File: config.mk
export PLATFORM = sky130hd
export DESIGN_NAME = pipeline_stall_sequencer
export DESIGN_NICKNAME = d
export VERILOG_FILES = /design/src/rtl/pipeline_stall_sequencer.sv
export SDC_FILE = /design/constraint.sdc
export NUM_CORES = 1
export LEC_CHECK = 0
export ABC_CLOCK_PERIOD_IN_PS = 2000
export BUFFER_PORTS_ARGS = -buffer_cell sky130_fd_sc_hd__buf_2
export CORE_MARGIN = 4
export CORE_UTILIZATION = 48
export DETAILED_ROUTE_END_ITERATION = 10
export PLACE_DENSITY_LB_ADDON = 0.05
export SKIP_CTS_REPAIR_TIMING = 1
export SLEW_MARGIN = 25
export SYNTH_ARGS = -nofsm -noshare
export SYNTH_HDL_FRONTEND = slang
export SYNTH_SLANG_ARGS = --single-unit
export TNS_END_PERCENT = 1
File: constraint.sdc
create_clock -name i_clk -period 2 [get_ports i_clk]
set_input_delay 0.3 -clock i_clk [delete_from_list [all_inputs] [get_ports i_clk]]
set_output_delay 0.3 -clock i_clk [all_outputs]
set_load 0.1 [all_outputs]
File: src/rtl/pipeline_stall_sequencer.sv
// pipeline_stall_sequencer
//   Stall, bubble, flush and forwarding control for a 3-stage F/X/W RISC-V pipeline.
//   Hazard detection is combinational. A small FSM (RUN / MEM_WAIT / FLUSH) covers the
//   multi-cycle events: data-memory wait, multi-cycle branch flush and the one-cycle
//   load-use re-detect block. The control outputs are Mealy (state + current inputs).
// Ports
//   i_clk, i_rst            clock, synchronous active-high reset
//   i_opcode_x/_w           opcodes of the instructions in X and W
//   i_rd_w, i_rs1_x, i_rs2_x register indices used for hazard and forward detection
//   i_branch_taken          X-stage redirect (qualified by a branch/jump opcode in X)
//   i_dmem_req/_ready       data-memory handshake
//   i_cnt_clr               synchronous clear of the stall counter
//   o_pc_hold, o_fx_we      PC hold and F/X register write enable
//   o_x_noop, o_flush       bubble injection into X, squash of F
//   o_fwd_a, o_fwd_b        forward W result to ALU operand A / B
//   o_mem_err               sticky memory-wait timeout flag
//   o_stall_cnt             saturating count of cycles with o_pc_hold=1
module pipeline_stall_sequencer #(
    parameter int unsigned FLUSH_CYCLES = 1,
    parameter int unsigned MEM_TIMEOUT  = 255,
    parameter int unsigned CNT_W        = 32
) (
    input  logic             i_clk,
    input  logic             i_rst,
    input  logic [6:0]       i_opcode_x,
    input  logic [6:0]       i_opcode_w,
    input  logic [4:0]       i_rd_w,
    input  logic [4:0]       i_rs1_x,
    input  logic [4:0]       i_rs2_x,
    input  logic             i_branch_taken,
    input  logic             i_dmem_req,
    input  logic             i_dmem_ready,
    input  logic             i_cnt_clr,
    output logic             o_pc_hold,
    output logic             o_fx_we,
    output logic             o_x_noop,
    output logic             o_flush,
    output logic             o_fwd_a,
    output logic             o_fwd_b,
    output logic             o_mem_err,
    output logic [CNT_W-1:0] o_stall_cnt
);

    localparam logic [6:0] OPC_LOAD      = 7'b0000011;
    localparam logic [6:0] OPC_ARI_ITYPE = 7'b0010011;
    localparam logic [6:0] OPC_ARI_RTYPE = 7'b0110011;
    localparam logic [6:0] OPC_LUI       = 7'b0110111;
    localparam logic [6:0] OPC_AUIPC     = 7'b0010111;
    localparam logic [6:0] OPC_BRANCH    = 7'b1100011;
    localparam logic [6:0] OPC_JAL       = 7'b1101111;
    localparam logic [6:0] OPC_JALR      = 7'b1100111;

    localparam logic [2:0]       FLUSH_INIT = 3'(FLUSH_CYCLES - 1);
    localparam logic [7:0]       WAIT_LIMIT = 8'(MEM_TIMEOUT);
    localparam logic [CNT_W-1:0] CNT_MAX    = '1;

    typedef enum logic [1:0] {StRun, StMemWait, StFlush} state_e;

    state_e           r_state;
    logic             r_lu_block;
    logic             r_pend_flush;
    logic [7:0]       r_wait_cnt;
    logic [2:0]       r_flush_cnt;
    logic             r_mem_err;
    logic [CNT_W-1:0] r_stall_cnt;

    logic       w_mem_stall;
    logic       w_branch;
    logic       w_w_writes;
    logic       w_load_use;
    logic [7:0] w_wait_inc;
    logic       w_timeout;

    assign w_mem_stall = i_dmem_req & ~i_dmem_ready;
    // A redirect only counts when X actually holds a control-transfer instruction.
    assign w_branch    = i_branch_taken &
                         (i_opcode_x == OPC_BRANCH || i_opcode_x == OPC_JAL ||
                          i_opcode_x == OPC_JALR);
    assign w_w_writes  = (i_opcode_w == OPC_ARI_RTYPE) || (i_opcode_w == OPC_ARI_ITYPE) ||
                         (i_opcode_w == OPC_LUI) || (i_opcode_w == OPC_AUIPC) ||
                         (i_opcode_w == OPC_JAL) || (i_opcode_w == OPC_JALR);
    assign w_load_use  = (i_opcode_w == OPC_LOAD) && (i_rd_w != 5'd0) &&
                         ((i_rd_w == i_rs1_x) || (i_rd_w == i_rs2_x)) && !r_lu_block;
    assign w_wait_inc  = r_wait_cnt + 8'd1;
    assign w_timeout   = (w_wait_inc == WAIT_LIMIT);

    assign o_fwd_a     = (r_state == StRun) && (i_rd_w != 5'd0) && (i_rd_w == i_rs1_x) &&
                         w_w_writes;
    assign o_fwd_b     = (r_state == StRun) && (i_rd_w != 5'd0) && (i_rd_w == i_rs2_x) &&
                         w_w_writes;
    assign o_mem_err   = r_mem_err;
    assign o_stall_cnt = r_stall_cnt;

    always_comb begin
        o_pc_hold = 1'b0;
        o_fx_we   = 1'b1;
        o_x_noop  = 1'b0;
        o_flush   = 1'b0;
        unique case (r_state)
            StRun: begin
                if (w_mem_stall) begin
                    o_pc_hold = 1'b1;
                    o_fx_we   = 1'b0;
                end else if (w_load_use) begin
                    o_pc_hold = 1'b1;
                    o_fx_we   = 1'b0;
                    o_x_noop  = 1'b1;
                end else if (w_branch) begin
                    o_flush   = 1'b1;
                end
            end
            StMemWait: begin
                o_pc_hold = 1'b1;
                o_fx_we   = 1'b0;
            end
            StFlush: begin
                o_flush = 1'b1;
                if (w_mem_stall) begin
                    o_pc_hold = 1'b1;
                    o_fx_we   = 1'b0;
                end
            end
            default: ;
        endcase
    end

    always_ff @(posedge i_clk) begin
        if (i_rst) begin
            r_state      <= StRun;
            r_lu_block   <= 1'b0;
            r_pend_flush <= 1'b0;
            r_wait_cnt   <= 8'd0;
            r_flush_cnt  <= 3'd0;
            r_mem_err    <= 1'b0;
        end else begin
            // lu_block only ever lives for the cycle right after a load-use bubble.
            r_lu_block <= 1'b0;
            unique case (r_state)
                StRun: begin
                    r_wait_cnt <= 8'd0;
                    if (w_mem_stall) begin
                        r_state      <= StMemWait;
                        r_pend_flush <= w_branch;
                    end else if (w_load_use) begin
                        r_lu_block <= 1'b1;
                    end else if (w_branch && (FLUSH_CYCLES > 1)) begin
                        r_state     <= StFlush;
                        r_flush_cnt <= FLUSH_INIT;
                    end
                end
                StMemWait: begin
                    r_wait_cnt <= w_wait_inc;
                    if (w_timeout) begin
                        r_mem_err <= 1'b1;
                    end
                    // A timeout releases the pipeline exactly as a completed access would.
                    if (i_dmem_ready || w_timeout) begin
                        r_wait_cnt   <= 8'd0;
                        r_pend_flush <= 1'b0;
                        if (r_pend_flush) begin
                            r_state     <= StFlush;
                            r_flush_cnt <= 3'd1;
                        end else begin
                            r_state <= StRun;
                        end
                    end
                end
                StFlush: begin
                    if (!w_mem_stall) begin
                        r_flush_cnt <= r_flush_cnt - 3'd1;
                        if (r_flush_cnt <= 3'd1) begin
                            r_state <= StRun;
                        end
                    end
                end
                default: r_state <= StRun;
            endcase
        end
    end

    // Clear has priority over counting; the counter sticks at all-ones.
    always_ff @(posedge i_clk) begin
        if (i_rst || i_cnt_clr) begin
            r_stall_cnt <= '0;
        end else if (o_pc_hold && (r_stall_cnt != CNT_MAX)) begin
            r_stall_cnt <= r_stall_cnt + CNT_W'(1);
        end
    end

endmodule

==> flow_summary.toml <==
[worst_setup_path]
rr_startpoint = "r_lu_block$_SDFF_PP0_"
cp_max_fo = 11
critPathKind = "flop to primary output"
end_kind = "primary output"
rrSetupSlack_ns = -0.10
worstPathRequired_ns = 1.70
timing.rr.end = "o_stall_cnt[19]$_SDFFE_PP0P_"
arrival_ns = 1.82
rr_worst_depth = 8
startpoint = "r_lu_block$_SDFF_PP0_"
crit_path_start_kind = "flop"
crit_end = "o_pc_hold"

[final_layout]
fillers = 475
antenna_cells = 0
nets = 518
final_common_cell = "buf_2"
final_area_um2 = 4150
syn_to_final_growth_pct = 41.5
fin_util_pct = 70.1
drive_above_1_share_pct = 44.1
most-common-layout-cells = "buf_2, buf_4, a21oi_1"
finalNonFillerCells = 554

[power]
p_int_mw = 1.36
p_sw_mw = 0.493
seqPwrFrac_pct = 51.5
leakage_nw = 1.58
power.share.clock_pct = 33.4
swShare_pct = 26.6
powerDensity_nw_per_um2 = 448
ir_worst_vdd_v = 0.000480
total_power_mw = 1.86
p_comb_share_pct = 15.1

[floorplanning]
core_um2 = 5920
pin_count = 74
start_util_pct = 49.5
chipWidth_um = 86.2
dieArea_um2 = 7420
rows = 28
die_h_um = 86.2

[clock_tree]
clock_path_buffers = 2
cts_buffers = 5
cts.sinks = 48
cts_tree = "built"
path_clk_slew_ns = 0.08
root_buffer = "clkbuf_8"
cts_max_level = 2
clk_latency_ns = 0.30

[hold_path]
hold_path.startpoint = "i_cnt_clr"
hold_class = "input port to flop"
min_path_cells = 3

[logic_synthesis]
synth_cells = 358
synth_adder_area_share_pct = 2.13
synth_ff_type = "dfxtp_1"
synth-edff-count = 0
synth_fp_nets = 398
synth-compound-area-share_pct = 20.6
synth_mux_area_share_pct = 1.37
async_flop_share_pct = 0
ys_seq_elements = 48
postSynthAreaPerCell_um2 = 8.19
synth-simple-area-share_pct = 33.8
synth_top_family_by_area = "simple AND/OR/NAND/NOR gates"
yosys_warnings = 0
synth_cell_types = 54
synth_xor_xnor_area_share_pct = 3.59
yosysSeqAreaShare_pct = 32.8
synthesis.area_um2 = 2930

[drt]
drc_errors = 0
vias = 3177
drtPass1Iterations = 5
detail-route-antenna-nets = 0
wl_per_cell_um = 14.7
routed_via_density = 5.73
wl_um = 8140
first_iter_violations = 152

[global_route]
antenna_found_initial = 0
first_global_vias = 3014
grt.overflow.total = 0
grt_pass1_wl_um = 12900
grt_start_max_net_pins = 29
grtUsageTotal_pct = 21.1

[sta]
slew_viol_final = 0
finalCritPeriodShare_pct = 106
layout_min_cycle_time_ns = 2.12
max-slew-margin-rel_pct = 47.2
max_freq_mhz = 473
setup_viol = 28
finClkSkew_ns = 0.0146
whs_ns = 0.317
rsz0062_at_grt = "true"
tightest_slew_ns = 0.785
setup_ws_ns = -0.115
hold_viol_final = 0

[place]
io_buffers = 73
dp_cells = 537
hpwl_um = 5780
gp_congestion = 0.804
postPlaceCellArea_um2 = 3790

[flow_run]
maxCapViolCount = 0

[run_status]
violations = "negative setup slack"
status = "complete, but fails checks"
## stage by stage
step | setup slack [ns] | TNS (ns)
detailed placement | -0.265 | -6.54
CTS | -0.270 | -2.68
floorplan | -0.363 | -9.46
finish | -0.115 | -1.40
global route | -0.210 | -5.64
global placement | -0.241 | -5.21
## power by group through the flow
stage	Combinational, mW	Clock [mW]	Sequential (mW)
finish	0.281	0.620	0.956
global route	0.303	0.667	0.957
global placement	0.242	0	0.979
floorplan	0.130	0	0.984
detailed placement	0.245	0	0.979
CTS	0.246	0.639	0.956
## state kept, by name, summed over array words and instances (netlist names)
register	cells
o_stall_cnt	32
r_wait_cnt	8
o_mem_err	1
r_flush_cnt	3
r_state	2
r_pend_flush	1
r_lu_block	1
## cell usage after synthesis (3+ instances only)
library cell / n / area, um^2
dfxtp_1: 48 / 961
a21oi_1: 36 / 180
nand2_1: 25 / 93.8
nand3_1: 25 / 125
nor2_1: 22 / 82.6
or4_1: 18 / 135
o31ai_1: 16 / 120
nand4_1: 15 / 93.8
o21ai_1: 13 / 65.1
inv_1: 12 / 45.0
or3_1: 12 / 75.1
nor3_1: 9 / 45.0
clkbuf_1: 7 / 26.3
nand2b_1: 7 / 43.8
nor4_1: 6 / 37.5
xnor2_1: 6 / 52.6
xor2_1: 6 / 52.6
a311oi_1: 5 / 43.8
and3_1: 5 / 31.3
ha_1: 5 / 62.6
buf_2: 4 / 20.0
buf_6: 4 / 45.0
mux2i_1: 4 / 40.0
and2_1: 3 / 18.8
buf_4: 3 / 22.5
or2_2: 3 / 18.8
## layer usage
metal  track usage, %  vias up  wire (um)
met5                0        -          0
met4             7.34        0         69
met3             3.55        6        498
met2             39.0       99       4210
met1             24.3     1481       3360
li1                 -     1591          -
## layout make-up
cell class              instances  area [um^2]  area share [%]
well taps                      75         93.8            2.26
clock inverters                 2         13.8           0.332
repair buffers                132          930            22.4
multi-input cells             278         1980            47.6
flip-flops and latches         48         1000            24.1
clock buffers                   6         82.6            1.99
inverters                      13         51.3            1.24
## worst min path at each step
stage,end
2_1_floorplan,r_flush_cnt[1]$_SDFFE_PP0P_
3_3_place_gp,o_mem_err$_SDFFE_PP0P_
3_5_place_dp,o_mem_err$_SDFFE_PP0P_
4_1_cts,o_stall_cnt[10]$_SDFFE_PP0P_
5_1_grt,o_stall_cnt[10]$_SDFFE_PP0P_
6_report,o_stall_cnt[10]$_SDFFE_PP0P_
## kinds of logic (layout without fill, tap and decap cells)
family,Yosys count,count (layout)
mux,4,4
compound gates,90,90
flops,48,48
xor+xnor,12,12
buf+inv,32,153
simple gates,167,167
fa+ha+maj,5,5
## critical path, cell delays in order, from the launching register on
cell and delay [ns]:
dfxtp_1 0.32, nor4_2 0.12, nand4_1 0.16, o31ai_2 0.32, o31ai_4 0.14, buf_12 0.17
inv_4 0.11, buf_12 0.18
No activity file was read; power rests on OpenSTA's default activity.
